**src/rtl/id_decode_stage_pkg.sv**
```systemverilog
// Shared decode constants, opcodes and the decoded-bundle type for id_decode_stage.
// The M-extension ALU codes exist only when ID_MEXT_EN is defined.
package id_decode_stage_pkg;

    localparam int INST_TYPE_WIDTH = 3;
    localparam int ALU_TYPE_WIDTH  = 5;
    localparam int REG_NUM         = 5;

    localparam logic [INST_TYPE_WIDTH-1:0] INST_TYPE_NONE = 3'd0;
    localparam logic [INST_TYPE_WIDTH-1:0] INST_TYPE_R    = 3'd1;
    localparam logic [INST_TYPE_WIDTH-1:0] INST_TYPE_I    = 3'd2;
    localparam logic [INST_TYPE_WIDTH-1:0] INST_TYPE_S    = 3'd3;
    localparam logic [INST_TYPE_WIDTH-1:0] INST_TYPE_B    = 3'd4;
    localparam logic [INST_TYPE_WIDTH-1:0] INST_TYPE_U    = 3'd5;
    localparam logic [INST_TYPE_WIDTH-1:0] INST_TYPE_J    = 3'd6;

    localparam logic [6:0] OPC_OP     = 7'b0110011;
    localparam logic [6:0] OPC_OP_IMM = 7'b0010011;
    localparam logic [6:0] OPC_LOAD   = 7'b0000011;
    localparam logic [6:0] OPC_STORE  = 7'b0100011;
    localparam logic [6:0] OPC_BRANCH = 7'b1100011;
    localparam logic [6:0] OPC_LUI    = 7'b0110111;
    localparam logic [6:0] OPC_AUIPC  = 7'b0010111;
    localparam logic [6:0] OPC_JAL    = 7'b1101111;
    localparam logic [6:0] OPC_JALR   = 7'b1100111;

    localparam logic [2:0] F3_SLL  = 3'b001;
    localparam logic [2:0] F3_SR   = 3'b101;
    localparam logic [2:0] F3_BEQ  = 3'b000;
    localparam logic [2:0] F3_BNE  = 3'b001;
    localparam logic [2:0] F3_BLT  = 3'b100;
    localparam logic [2:0] F3_BGE  = 3'b101;
    localparam logic [2:0] F3_BLTU = 3'b110;
    localparam logic [2:0] F3_BGEU = 3'b111;

    localparam logic [6:0] F7_BASE = 7'b0000000;
    localparam logic [6:0] F7_ALT  = 7'b0100000;
    localparam logic [6:0] F7_MEXT = 7'b0000001;

    localparam logic [ALU_TYPE_WIDTH-1:0] ALU_NOP  = 5'd0;
    localparam logic [ALU_TYPE_WIDTH-1:0] ALU_ADD  = 5'd1;
    localparam logic [ALU_TYPE_WIDTH-1:0] ALU_SUB  = 5'd2;
    localparam logic [ALU_TYPE_WIDTH-1:0] ALU_SLL  = 5'd3;
    localparam logic [ALU_TYPE_WIDTH-1:0] ALU_SLT  = 5'd4;
    localparam logic [ALU_TYPE_WIDTH-1:0] ALU_SLTU = 5'd5;
    localparam logic [ALU_TYPE_WIDTH-1:0] ALU_XOR  = 5'd6;
    localparam logic [ALU_TYPE_WIDTH-1:0] ALU_SRL  = 5'd7;
    localparam logic [ALU_TYPE_WIDTH-1:0] ALU_SRA  = 5'd8;
    localparam logic [ALU_TYPE_WIDTH-1:0] ALU_OR   = 5'd9;
    localparam logic [ALU_TYPE_WIDTH-1:0] ALU_AND  = 5'd10;
`ifdef ID_MEXT_EN
    localparam logic [ALU_TYPE_WIDTH-1:0] ALU_MUL    = 5'd11;
    localparam logic [ALU_TYPE_WIDTH-1:0] ALU_MULH   = 5'd12;
    localparam logic [ALU_TYPE_WIDTH-1:0] ALU_MULHSU = 5'd13;
    localparam logic [ALU_TYPE_WIDTH-1:0] ALU_MULHU  = 5'd14;
    localparam logic [ALU_TYPE_WIDTH-1:0] ALU_DIV    = 5'd15;
    localparam logic [ALU_TYPE_WIDTH-1:0] ALU_DIVU   = 5'd16;
    localparam logic [ALU_TYPE_WIDTH-1:0] ALU_REM    = 5'd17;
    localparam logic [ALU_TYPE_WIDTH-1:0] ALU_REMU   = 5'd18;
`endif

    // Immediate is kept at 32 bits; the stage sign-extends it to XLEN at the output.
    typedef struct packed {
        logic                       illegal;
        logic [INST_TYPE_WIDTH-1:0] inst_type;
        logic [ALU_TYPE_WIDTH-1:0]  alu_type;
        logic                       wr;
        logic                       imm_tag;
        logic [31:0]                imm;
        logic [REG_NUM-1:0]         rd;
        logic [REG_NUM-1:0]         rs1;
        logic [REG_NUM-1:0]         rs2;
    } dec_t;

    function automatic dec_t dec_ok(input logic [INST_TYPE_WIDTH-1:0] t,
                                    input logic [ALU_TYPE_WIDTH-1:0] a,
                                    input logic w, input logic it, input logic [31:0] imm,
                                    input logic [REG_NUM-1:0] rd, input logic [REG_NUM-1:0] rs1,
                                    input logic [REG_NUM-1:0] rs2);
        dec_t d;
        d.illegal   = 1'b0;
        d.inst_type = t;
        d.alu_type  = a;
        d.wr        = w;
        d.imm_tag   = it;
        d.imm       = imm;
        d.rd        = rd;
        d.rs1       = rs1;
        d.rs2       = rs2;
        return d;
    endfunction

    function automatic dec_t dec_illegal();
        dec_t d;
        d         = '0;
        d.illegal = 1'b1;
        return d;
    endfunction

endpackage

```
**src/rtl/id_inst_fifo.sv**
```systemverilog
// Synchronous instruction buffer with wrap-bit pointers and a synchronous flush.
module id_inst_fifo #(
    parameter int unsigned Width = 64,
    parameter int unsigned Depth = 2
) (
    input  logic             clk,
    input  logic             rst,
    input  logic             flush,
    input  logic             push,
    input  logic [Width-1:0] wdata,
    input  logic             pop,
    output logic [Width-1:0] rdata,
    output logic             full,
    output logic             empty
);

    localparam int unsigned AddrW = $clog2(Depth);

    logic [AddrW:0]   wr_ptr_q, rd_ptr_q;
    logic [Width-1:0] mem_q [Depth];
    logic             do_push, do_pop;

    assign full  = (wr_ptr_q[AddrW-1:0] == rd_ptr_q[AddrW-1:0]) &&
                   (wr_ptr_q[AddrW] != rd_ptr_q[AddrW]);
    assign empty = (wr_ptr_q == rd_ptr_q);
    assign rdata = mem_q[rd_ptr_q[AddrW-1:0]];

    assign do_push = push && !full && !flush;
    assign do_pop  = pop && !empty && !flush;

    always_ff @(posedge clk or posedge rst) begin
        if (rst) begin
            wr_ptr_q <= '0;
            rd_ptr_q <= '0;
        end else if (flush) begin
            wr_ptr_q <= '0;
            rd_ptr_q <= '0;
        end else begin
            if (do_push) wr_ptr_q <= wr_ptr_q + (AddrW + 1)'(1);
            if (do_pop)  rd_ptr_q <= rd_ptr_q + (AddrW + 1)'(1);
        end
    end

    always_ff @(posedge clk) begin
        if (do_push) mem_q[wr_ptr_q[AddrW-1:0]] <= wdata;
    end

endmodule

```
**src/rtl/id_decode_stage.sv**
```systemverilog
// Pipelined RV32I decode stage: instruction FIFO, combinational decode, registered output slot.
// Define ID_MEXT_EN to decode the M-extension R-type encodings.
module id_decode_stage
    import id_decode_stage_pkg::*;
#(
    parameter int unsigned XLEN       = 32,
    parameter int unsigned PC_WIDTH   = 32,
    parameter int unsigned FIFO_DEPTH = 2
) (
    input  logic                       clk,
    input  logic                       rst,
    input  logic                       flush,
    input  logic                       in_valid,
    output logic                       in_ready,
    input  logic [31:0]                in_inst,
    input  logic [PC_WIDTH-1:0]        in_pc,
    output logic                       out_valid,
    input  logic                       out_ready,
    output logic [PC_WIDTH-1:0]        out_pc,
    output logic [INST_TYPE_WIDTH-1:0] inst_type,
    output logic [ALU_TYPE_WIDTH-1:0]  alu_type,
    output logic                       write_alu_result_tag,
    output logic                       imm_tag,
    output logic [XLEN-1:0]            extended_imm,
    output logic [REG_NUM-1:0]         rd,
    output logic [REG_NUM-1:0]         rs1,
    output logic [REG_NUM-1:0]         rs2,
    output logic                       illegal
);

    localparam int unsigned EntryW = 32 + PC_WIDTH;

    function automatic logic [ALU_TYPE_WIDTH-1:0] base_alu(input logic [2:0] f3);
        logic [ALU_TYPE_WIDTH-1:0] a;
        unique case (f3)
            3'b000:  a = ALU_ADD;
            3'b001:  a = ALU_SLL;
            3'b010:  a = ALU_SLT;
            3'b011:  a = ALU_SLTU;
            3'b100:  a = ALU_XOR;
            3'b101:  a = ALU_SRL;
            3'b110:  a = ALU_OR;
            default: a = ALU_AND;
        endcase
        return a;
    endfunction

    function automatic dec_t decode(input logic [31:0] inst);
        dec_t                      d;
        logic [6:0]                f7, shift_hi;
        logic [2:0]                f3;
        logic [4:0]                f_rd, f_rs1, f_rs2;
        logic [31:0]               i_imm, s_imm, b_imm, u_imm, j_imm, shamt;
        logic [ALU_TYPE_WIDTH-1:0] alu;
        f7    = inst[31:25];
        f3    = inst[14:12];
        f_rd  = inst[11:7];
        f_rs1 = inst[19:15];
        f_rs2 = inst[24:20];
        i_imm = {{20{inst[31]}}, inst[31:20]};
        s_imm = {{20{inst[31]}}, inst[31:25], inst[11:7]};
        b_imm = {{19{inst[31]}}, inst[31], inst[7], inst[30:25], inst[11:8], 1'b0};
        u_imm = {inst[31:12], 12'b0};
        j_imm = {{11{inst[31]}}, inst[31], inst[19:12], inst[20], inst[30:21], 1'b0};
        // RV64 shifts borrow inst[25] as shamt[5], so it is excluded from the funct check
        shift_hi = (XLEN == 64) ? {inst[31:26], 1'b0} : inst[31:25];
        shamt    = (XLEN == 64) ? {26'b0, inst[25:20]} : {27'b0, inst[24:20]};
        alu      = ALU_NOP;
        d        = dec_illegal();
        case (inst[6:0])
            OPC_OP: begin
                if (f7 == F7_BASE) begin
                    alu = base_alu(f3);
                end else if (f7 == F7_ALT && f3 == 3'b000) begin
                    alu = ALU_SUB;
                end else if (f7 == F7_ALT && f3 == F3_SR) begin
                    alu = ALU_SRA;
                end
`ifdef ID_MEXT_EN
                else if (f7 == F7_MEXT) begin
                    unique case (f3)
                        3'b000:  alu = ALU_MUL;
                        3'b001:  alu = ALU_MULH;
                        3'b010:  alu = ALU_MULHSU;
                        3'b011:  alu = ALU_MULHU;
                        3'b100:  alu = ALU_DIV;
                        3'b101:  alu = ALU_DIVU;
                        3'b110:  alu = ALU_REM;
                        default: alu = ALU_REMU;
                    endcase
                end
`endif
                if (alu != ALU_NOP) d = dec_ok(INST_TYPE_R, alu, 1'b1, 1'b0, '0, f_rd, f_rs1, f_rs2);
            end
            OPC_OP_IMM: begin
                if (f3 == F3_SLL) begin
                    if (shift_hi == F7_BASE) alu = ALU_SLL;
                end else if (f3 == F3_SR) begin
                    if (shift_hi == F7_BASE)     alu = ALU_SRL;
                    else if (shift_hi == F7_ALT) alu = ALU_SRA;
                end else begin
                    alu = base_alu(f3);
                end
                if (alu != ALU_NOP) begin
                    d = dec_ok(INST_TYPE_I, alu, 1'b1, 1'b1,
                               (f3 == F3_SLL || f3 == F3_SR) ? shamt : i_imm, f_rd, f_rs1, '0);
                end
            end
            OPC_LOAD, OPC_JALR: d = dec_ok(INST_TYPE_I, ALU_ADD, 1'b1, 1'b1, i_imm, f_rd, f_rs1, '0);
            OPC_STORE: d = dec_ok(INST_TYPE_S, ALU_ADD, 1'b0, 1'b1, s_imm, '0, f_rs1, f_rs2);
            OPC_BRANCH: begin
                case (f3)
                    F3_BEQ, F3_BNE:   alu = ALU_SUB;
                    F3_BLT, F3_BGE:   alu = ALU_SLT;
                    F3_BLTU, F3_BGEU: alu = ALU_SLTU;
                    default:          alu = ALU_NOP;
                endcase
                if (alu != ALU_NOP) d = dec_ok(INST_TYPE_B, alu, 1'b0, 1'b0, b_imm, '0, f_rs1, f_rs2);
            end
            OPC_LUI, OPC_AUIPC: d = dec_ok(INST_TYPE_U, ALU_ADD, 1'b1, 1'b1, u_imm, f_rd, '0, '0);
            OPC_JAL:   d = dec_ok(INST_TYPE_J, ALU_ADD, 1'b1, 1'b1, j_imm, f_rd, '0, '0);
            default:   d = dec_illegal();
        endcase
        return d;
    endfunction

    logic              fifo_full, fifo_empty, push, load;
    logic [EntryW-1:0] head;
    dec_t              head_dec, dec_q;
    logic              out_valid_d, out_valid_q;
    logic [PC_WIDTH-1:0] out_pc_q;

    id_inst_fifo #(
        .Width (EntryW),
        .Depth (FIFO_DEPTH)
    ) u_fifo (
        .clk   (clk),
        .rst   (rst),
        .flush (flush),
        .push  (push),
        .wdata ({in_inst, in_pc}),
        .pop   (load),
        .rdata (head),
        .full  (fifo_full),
        .empty (fifo_empty)
    );

    assign in_ready = !fifo_full;
    assign push     = in_valid && in_ready;
    assign load     = (!out_valid_q || out_ready) && !fifo_empty;
    assign head_dec = decode(head[EntryW-1 -: 32]);

    always_comb begin
        out_valid_d = out_valid_q;
        if (flush)          out_valid_d = 1'b0;
        else if (load)      out_valid_d = 1'b1;
        else if (out_ready) out_valid_d = 1'b0;
    end

    always_ff @(posedge clk or posedge rst) begin
        if (rst) begin
            out_valid_q <= 1'b0;
            out_pc_q    <= '0;
            dec_q       <= '0;
        end else begin
            out_valid_q <= out_valid_d;
            if (load && !flush) begin
                out_pc_q <= head[PC_WIDTH-1:0];
                dec_q    <= head_dec;
            end
        end
    end

    assign out_valid            = out_valid_q;
    assign out_pc               = out_pc_q;
    assign inst_type            = dec_q.inst_type;
    assign alu_type             = dec_q.alu_type;
    assign write_alu_result_tag = dec_q.wr;
    assign imm_tag              = dec_q.imm_tag;
    assign extended_imm         = XLEN'($signed(dec_q.imm));
    assign rd                   = dec_q.rd;
    assign rs1                  = dec_q.rs1;
    assign rs2                  = dec_q.rs2;
    assign illegal              = dec_q.illegal;

endmodule

```
**config.mk**
```make
export PLATFORM = sky130hd
export DESIGN_NAME = id_decode_stage
export DESIGN_NICKNAME = d
export VERILOG_FILES = /design/src/rtl/id_decode_stage_pkg.sv /design/src/rtl/id_inst_fifo.sv /design/src/rtl/id_decode_stage.sv
export SDC_FILE = /design/constraint.sdc
export NUM_CORES = 1
export LEC_CHECK = 0
export CAP_MARGIN = 10
export CORE_UTILIZATION = 30
export CTS_BUF_LIST = sky130_fd_sc_hd__clkbuf_16
export DETAILED_ROUTE_END_ITERATION = 16
export GPL_ROUTABILITY_DRIVEN = 0
export PLACE_DENSITY = 0.61
export SKIP_CTS_REPAIR_TIMING = 1
export SYNTH_ARGS = -nofsm -noshare
export SYNTH_HDL_FRONTEND = slang
export SYNTH_SLANG_ARGS = --single-unit
```
**constraint.sdc**
```tcl
create_clock -name clk -period 14.8 [get_ports clk]
set_input_delay 4.44 -clock clk [delete_from_list [all_inputs] [get_ports clk]]
set_output_delay 4.44 -clock clk [all_outputs]
set_load 0.05 [all_outputs]
```
== Yosys cells after proc, flatten, opt, wreduce, memory -nomap -nowiden ==
Memory sizes are Yosys's and may differ from the RTL's.
Index checks and enable logic that the tools add are counted.
Storage, ports and cells
  bits in registers: 95
  bits in writable memories: 128
  output and inout bits: 92
  word-level logic and storage cells: 93
  memories kept: 1
Memories
  u_fifo.mem_q: depth 2, width 64, rd ports 1, clocked after memory_dff 0, write ports 1, line id_inst_fifo.sv:20  | logic [Width-1:0] mem_q [Depth];
Cells by class
  add/sub/neg operators: 2
  eq/ne operators: 20
  multiplexer cells: 28
  reductions and logical operators: 29
Operators by type and width (number)
  $pmux W58 S7: 1
  $mux W58: 3
  $mux W32: 1
  $mux W5: 6
  $eq A7 B6 Y1 const B: 4
  $pmux W4 S7: 1
  $eq A7 B7 Y1 const B: 3
  $pmux W4 S5: 1
  $mux W4: 4
  $reduce_bool A5 Y1: 3
  $eq A7 B5 Y1 const B: 2
  $eq A3 B3 Y1 const B: 4
  $logic_and A1 B1 Y1: 10
  $mux W2: 5
  $reduce_or A2 Y1: 5
  $pmux W3 S3: 1
  $eq A7 B2 Y1 const B: 1
  $logic_not A7 Y1: 1
  $eq A3 B2 Y1 const B: 2
  $mux W1: 5
  $add A2 B1 Y2 const B: 2
  $logic_not A1 Y1: 4
  $reduce_bool A2 Y1: 2
  $eq A3 B1 Y1 const B: 1
  6 further kinds: 7

== Depth between registers and ports, before layout ==
An unclocked memory read counts as a cell.
  depth in word-level cells: 10
  gate-level depth with buffers: 11

== Cells and area by module ==
Synthesis repeated with hierarchy kept, for this count alone.
Second synthesis, totals
  cells, all modules: 660
  area, all modules: 9016.1 um^2
By module, submodules not included
  id_inst_fifo: times used 1, cells an instance 232, area each 4884.7 um^2, sequential area each 3943.8 um^2
  id_decode_stage: times used 1, cells an instance 428, area each 4131.5 um^2, sequential area each 2252.2 um^2

== Least setup slack after synthesis ==
Ideal clock, no wire load.
  kind: in2reg
  start: in flush
  end: mem u_fifo.mem_q[1][0], enable pin
  setup time: 578 ps
  arrival: 9326 ps
  data required time: 14222 ps
  slack: 4896 ps
  cell stages on the path: 2
  buffers on the path: 1
  cell sequence: clkbuf_1 > nor3b_1
Between the ends
  longest elaborated chain between the ends: 4
Ends and longest elaborated chain
  from (decl): line id_decode_stage.sv:12  | input logic flush,
  $logic_not A1 Y1: line id_inst_fifo.sv:28  | assign do_push = push && !full && !flush;
  $logic_and A1 B1 Y1: line id_inst_fifo.sv:28
  $mux W1: line id_inst_fifo.sv:45  | if (do_push) mem_q[wr_ptr_q[AddrW-1:0]] <= wdata;
  $mux W1 (implied by the code): line id_inst_fifo.sv:45
  to (decl): line id_inst_fifo.sv:20
No other way between the ends.

== Worst setup path in the final report ==
  start: reg u_fifo.rd_ptr_q[0]
  end: out in_ready
Between the ends
  longest elaborated chain between the ends: 3
Ends and longest elaborated chain
  from (decl): line id_inst_fifo.sv:19  | logic [AddrW:0] wr_ptr_q, rd_ptr_q;
  from (signal assigned): line id_inst_fifo.sv:40  | if (do_pop) rd_ptr_q <= rd_ptr_q + (AddrW + 1)'(1);
  $eq A1 B1 Y1: line id_inst_fifo.sv:23  | assign full = (wr_ptr_q[AddrW-1:0] == rd_ptr_q[AddrW-1:0]) &&
  $logic_and A1 B1 Y1: line id_inst_fifo.sv:23
  $logic_not A1 Y1: line id_decode_stage.sv:148  | assign in_ready = !fifo_full;
  to (decl): line id_decode_stage.sv:14  | output logic in_ready,
No other way between the ends.

==> metrics <==
Congestion Overflow GR=0; RSZ-0062 raised after global routing=false; Distinct cells, synth=65; crit-path cells=xnor2_1, nand2b_1, clkdlybuf4s50_1; setup tns final=0 ps; DRC viols=0; Yosys warning count=0; post-synth top area share=roughly 43%; drt total wl=22000 um; vias in the first global route=~6000; Core ar.=about 30000 um^2; run status=complete, no violations; H-tree depth=1; HP Class=reg2reg; Sw Share=approximately two fifths; WP data arrival=between 2000 and 3000 ps; final period utilization=roughly 48%; final net count=a little under 900; Async SR Flop Fraction=42.3%; sequential-to-total area share from yosys stat=about 69%; final setup fails=0; wire per inst=approximately 18 um; CP top delay family=flip-flops; I/O pin count=between 150 and 200; CTS Buf Count=26; P_sw=between 800 and 900 uW; TritonCTS sink count=approximately 220; final hold vios=0; dominant cells by area after synthesis=edfxtp_1, dfrtp_1, mux2i_1; fin crit period=7100 ps; final setup skew=14.3 ps; # port buffers=between 150 and 200; drt pass-1 iters=5; largest net degree at the start of global routing=between 80 and 90; Clk pwr share=26.1%; CP startpoint kind=flop; DR vias=5804; number of flops mapped to enable cells by yosys=128; total design power=~2.2 mW; Reg power frac=slightly below 40%; r2r setup slk=~11000 ps; die width=175 um; first-pass GRT wire length=34200 um; initial antenna violation count=1; max cap viols=0; Final ANT Viol Nets=0; relative slew slack=about 33%; largest area contributor in the netlist=edfxtp_1; Most used DFF post-synth=edfxtp_1; mean number of vias per cell=4.75; Area Overhead vs Synth=30.5%; synthesized flop and latch total=222; DP HPWL=14300 um; Layout Utilization=between 30 and 40%; layout cells sized above 1=~9%; WP buf/inv=1; worst-case clock buffer depth=3; cell internal pwr=1.35 mW; Root Driver=clkbuf_16; synthesized area per cell=around 14 um^2; Rows=63; Least-Margin Pin Slew=between 1000 and 1500 ps; Max VDD drop=about 0.11 mV; critical path peak fanout=just over 50; Worst EP required=between 10000 and 15000 ps; CTS tree=built; initial DRC count=~350; Final Slew Violations=0; CTS clk-pin slew, worst paths=roughly 60 ps; crit path max-delay cell type=dfrtp_4; syn_nets=roughly 720; die height=around 180 um; Crit Path Class=reg2out; Netlist Area Pre-Place=between 8000 and 9000 um^2; GRT Resource Usage Total=roughly 14%; DIE AREA=just over 30000 um^2; clk_lat worst skew=~530 ps; Gate Count Post-Synth=653; Achievable Freq=0.141 GHz; combinational power share=between 30% and 40%; pwr dens=around 190 nW/um^2; Worst path max stage delay=870 ps; CP Capture Type=output port; Pleak=about 4.3 nW; Initial Utilization=a little under a third
[cells in the final DEF (no fill, tap or decap), drive strengths merged, types with 3 or more instances in the layout]
master / count
nand3: 5
or3: 3
nand3b: 6
xnor2: 5
o21a: 6
mux2: 5
buf: 6
inv: 11
clkbuf: 27
a31oi: 3
nor2b: 3
mux2i: 59
o311ai: 12
xor2: 3
a21oi: 9
nand4: 4
dfrtp: 94
clkdlybuf4s50: 159
nor4: 5
nor3b: 4
clkinv: 12
nand2b: 5
nand4b: 3
nor3: 8
or3b: 5
a22oi: 9
o31ai: 20
nand2: 106
edfxtp: 128
o21ai: 55
o21bai: 3
nor2: 23
[per-layer routing]
| metal | GRT usage (%) | wire [um] | vias to the layer above | share of wire (%) |
|---|---|---|---|---|
| met2 | 23.6 | 10300 | 201 | 47 |
| met3 | 4.24 | 1790 | 35 | 8.1 |
| met4 | 3.91 | 517 | 0 | 2.4 |
| met1 | 18.4 | 9370 | 2801 | 43 |
| li1 | - | - | 2767 | - |
| met5 | 0 | 0 | - | 0 |
[flip-flops by register name, summed over array words and instances (netlist names), 2 cells and up]
register,cells
u_fifo.wr_ptr_q,2
u_fifo.rd_ptr_q,2
rs1,5
alu_type,4
rs2,5
extended_imm,32
rd,5
out_pc,32
inst_type,3
u_fifo.mem_q,128
[worst register-to-register path, delay by kind of cell (launching register included)]
family           cells  cell delay [ps]
AND/OR/NAND/NOR      2             1270
AO/OA/AOI/OAI        3             1090
flip-flops           1              870
XOR/XNOR             1              220
[metrics by stage]
step / std cells / setup slack [ps] / hold WS [ps] / instance area (um^2)
finish: 1223 / 7700 / 475 / 11700
global route: 1222 / 7570 / 510 / 11700
CTS: 1222 / 7660 / 483 / 11700
detailed placement: 1175 / 7340 / 469 / 11000
global placement: 1175 / 7420 / 463 / 11000
floorplan: 653 / 4900 / 505 / 8990
[cell type report]
type	count	area, um^2
timing repair buffer	165	1640
clock buffer	27	676
clock inverter	20	86.3
inverter	3	13.8
sequential	222	6200
fill	2774	17800
multi-input combinational	395	2630
tap	390	488
antenna	1	2.50
[final timing paths]
kind,from,end,depth (start not counted)
setup / recovery,u_fifo.rd_ptr_q[0],in_ready,3
hold / removal,out_pc[6],out_pc[6],2
setup reg to reg,u_fifo.rd_ptr_q[0],extended_imm[25],6
hold reg to reg,out_pc[6],out_pc[6],2
max in group asynchronous,rst,u_fifo.rd_ptr_q[0],3
min in group asynchronous,rst,out_pc[31],2
[Yosys cell counts, types with 3 or more instances]
master	count
a21oi_1	9
a22oi_1	7
a31oi_1	3
buf_2	7
buf_6	4
clkbuf_1	20
dfrtp_1	94
edfxtp_1	128
inv_1	3
mux2_2	5
mux2i_1	57
nand2_1	105
nand2b_1	5
nand3_1	5
nand3b_1	6
nand4_1	4
nand4b_1	3
nor2_1	23
nor2b_1	3
nor3_1	8
nor3b_1	3
nor4_1	3
o21a_1	6
o21ai_0	55
o21bai_1	3
o311ai_0	7
o311ai_1	4
o31ai_1	17
o31ai_2	3
or3b_2	3
xnor2_1	5
xor2_1	3
[cell families (layout without fill, tap and decap cells)]
family / after synthesis / in the layout / share of synthesized area (%)
AND/OR/NAND/NOR: 184 / 184 / 10.0
other: 1 / 2 / 0.0417
adder cells (fa/ha/maj): 1 / 1 / 0.111
multiplexers: 64 / 64 / 7.28
AO/OA/AOI/OAI: 137 / 137 / 10.8
buffers and inverters: 36 / 215 / 2.02
XOR/XNOR: 8 / 8 / 0.779
flip-flops: 222 / 222 / 68.9
[power groups by stage]
stage / Combinational [mW] / Sequential [mW] / Clock [mW]
floorplan: 0.293 / 1.09 / 0
CTS: 0.765 / 0.864 / 0.591
finish: 0.755 / 0.863 / 0.572
global placement: 0.753 / 0.874 / 0
global route: 0.810 / 0.877 / 0.612
detailed placement: 0.766 / 0.872 / 0
Note: power is estimated with default switching activity, not from simulation.
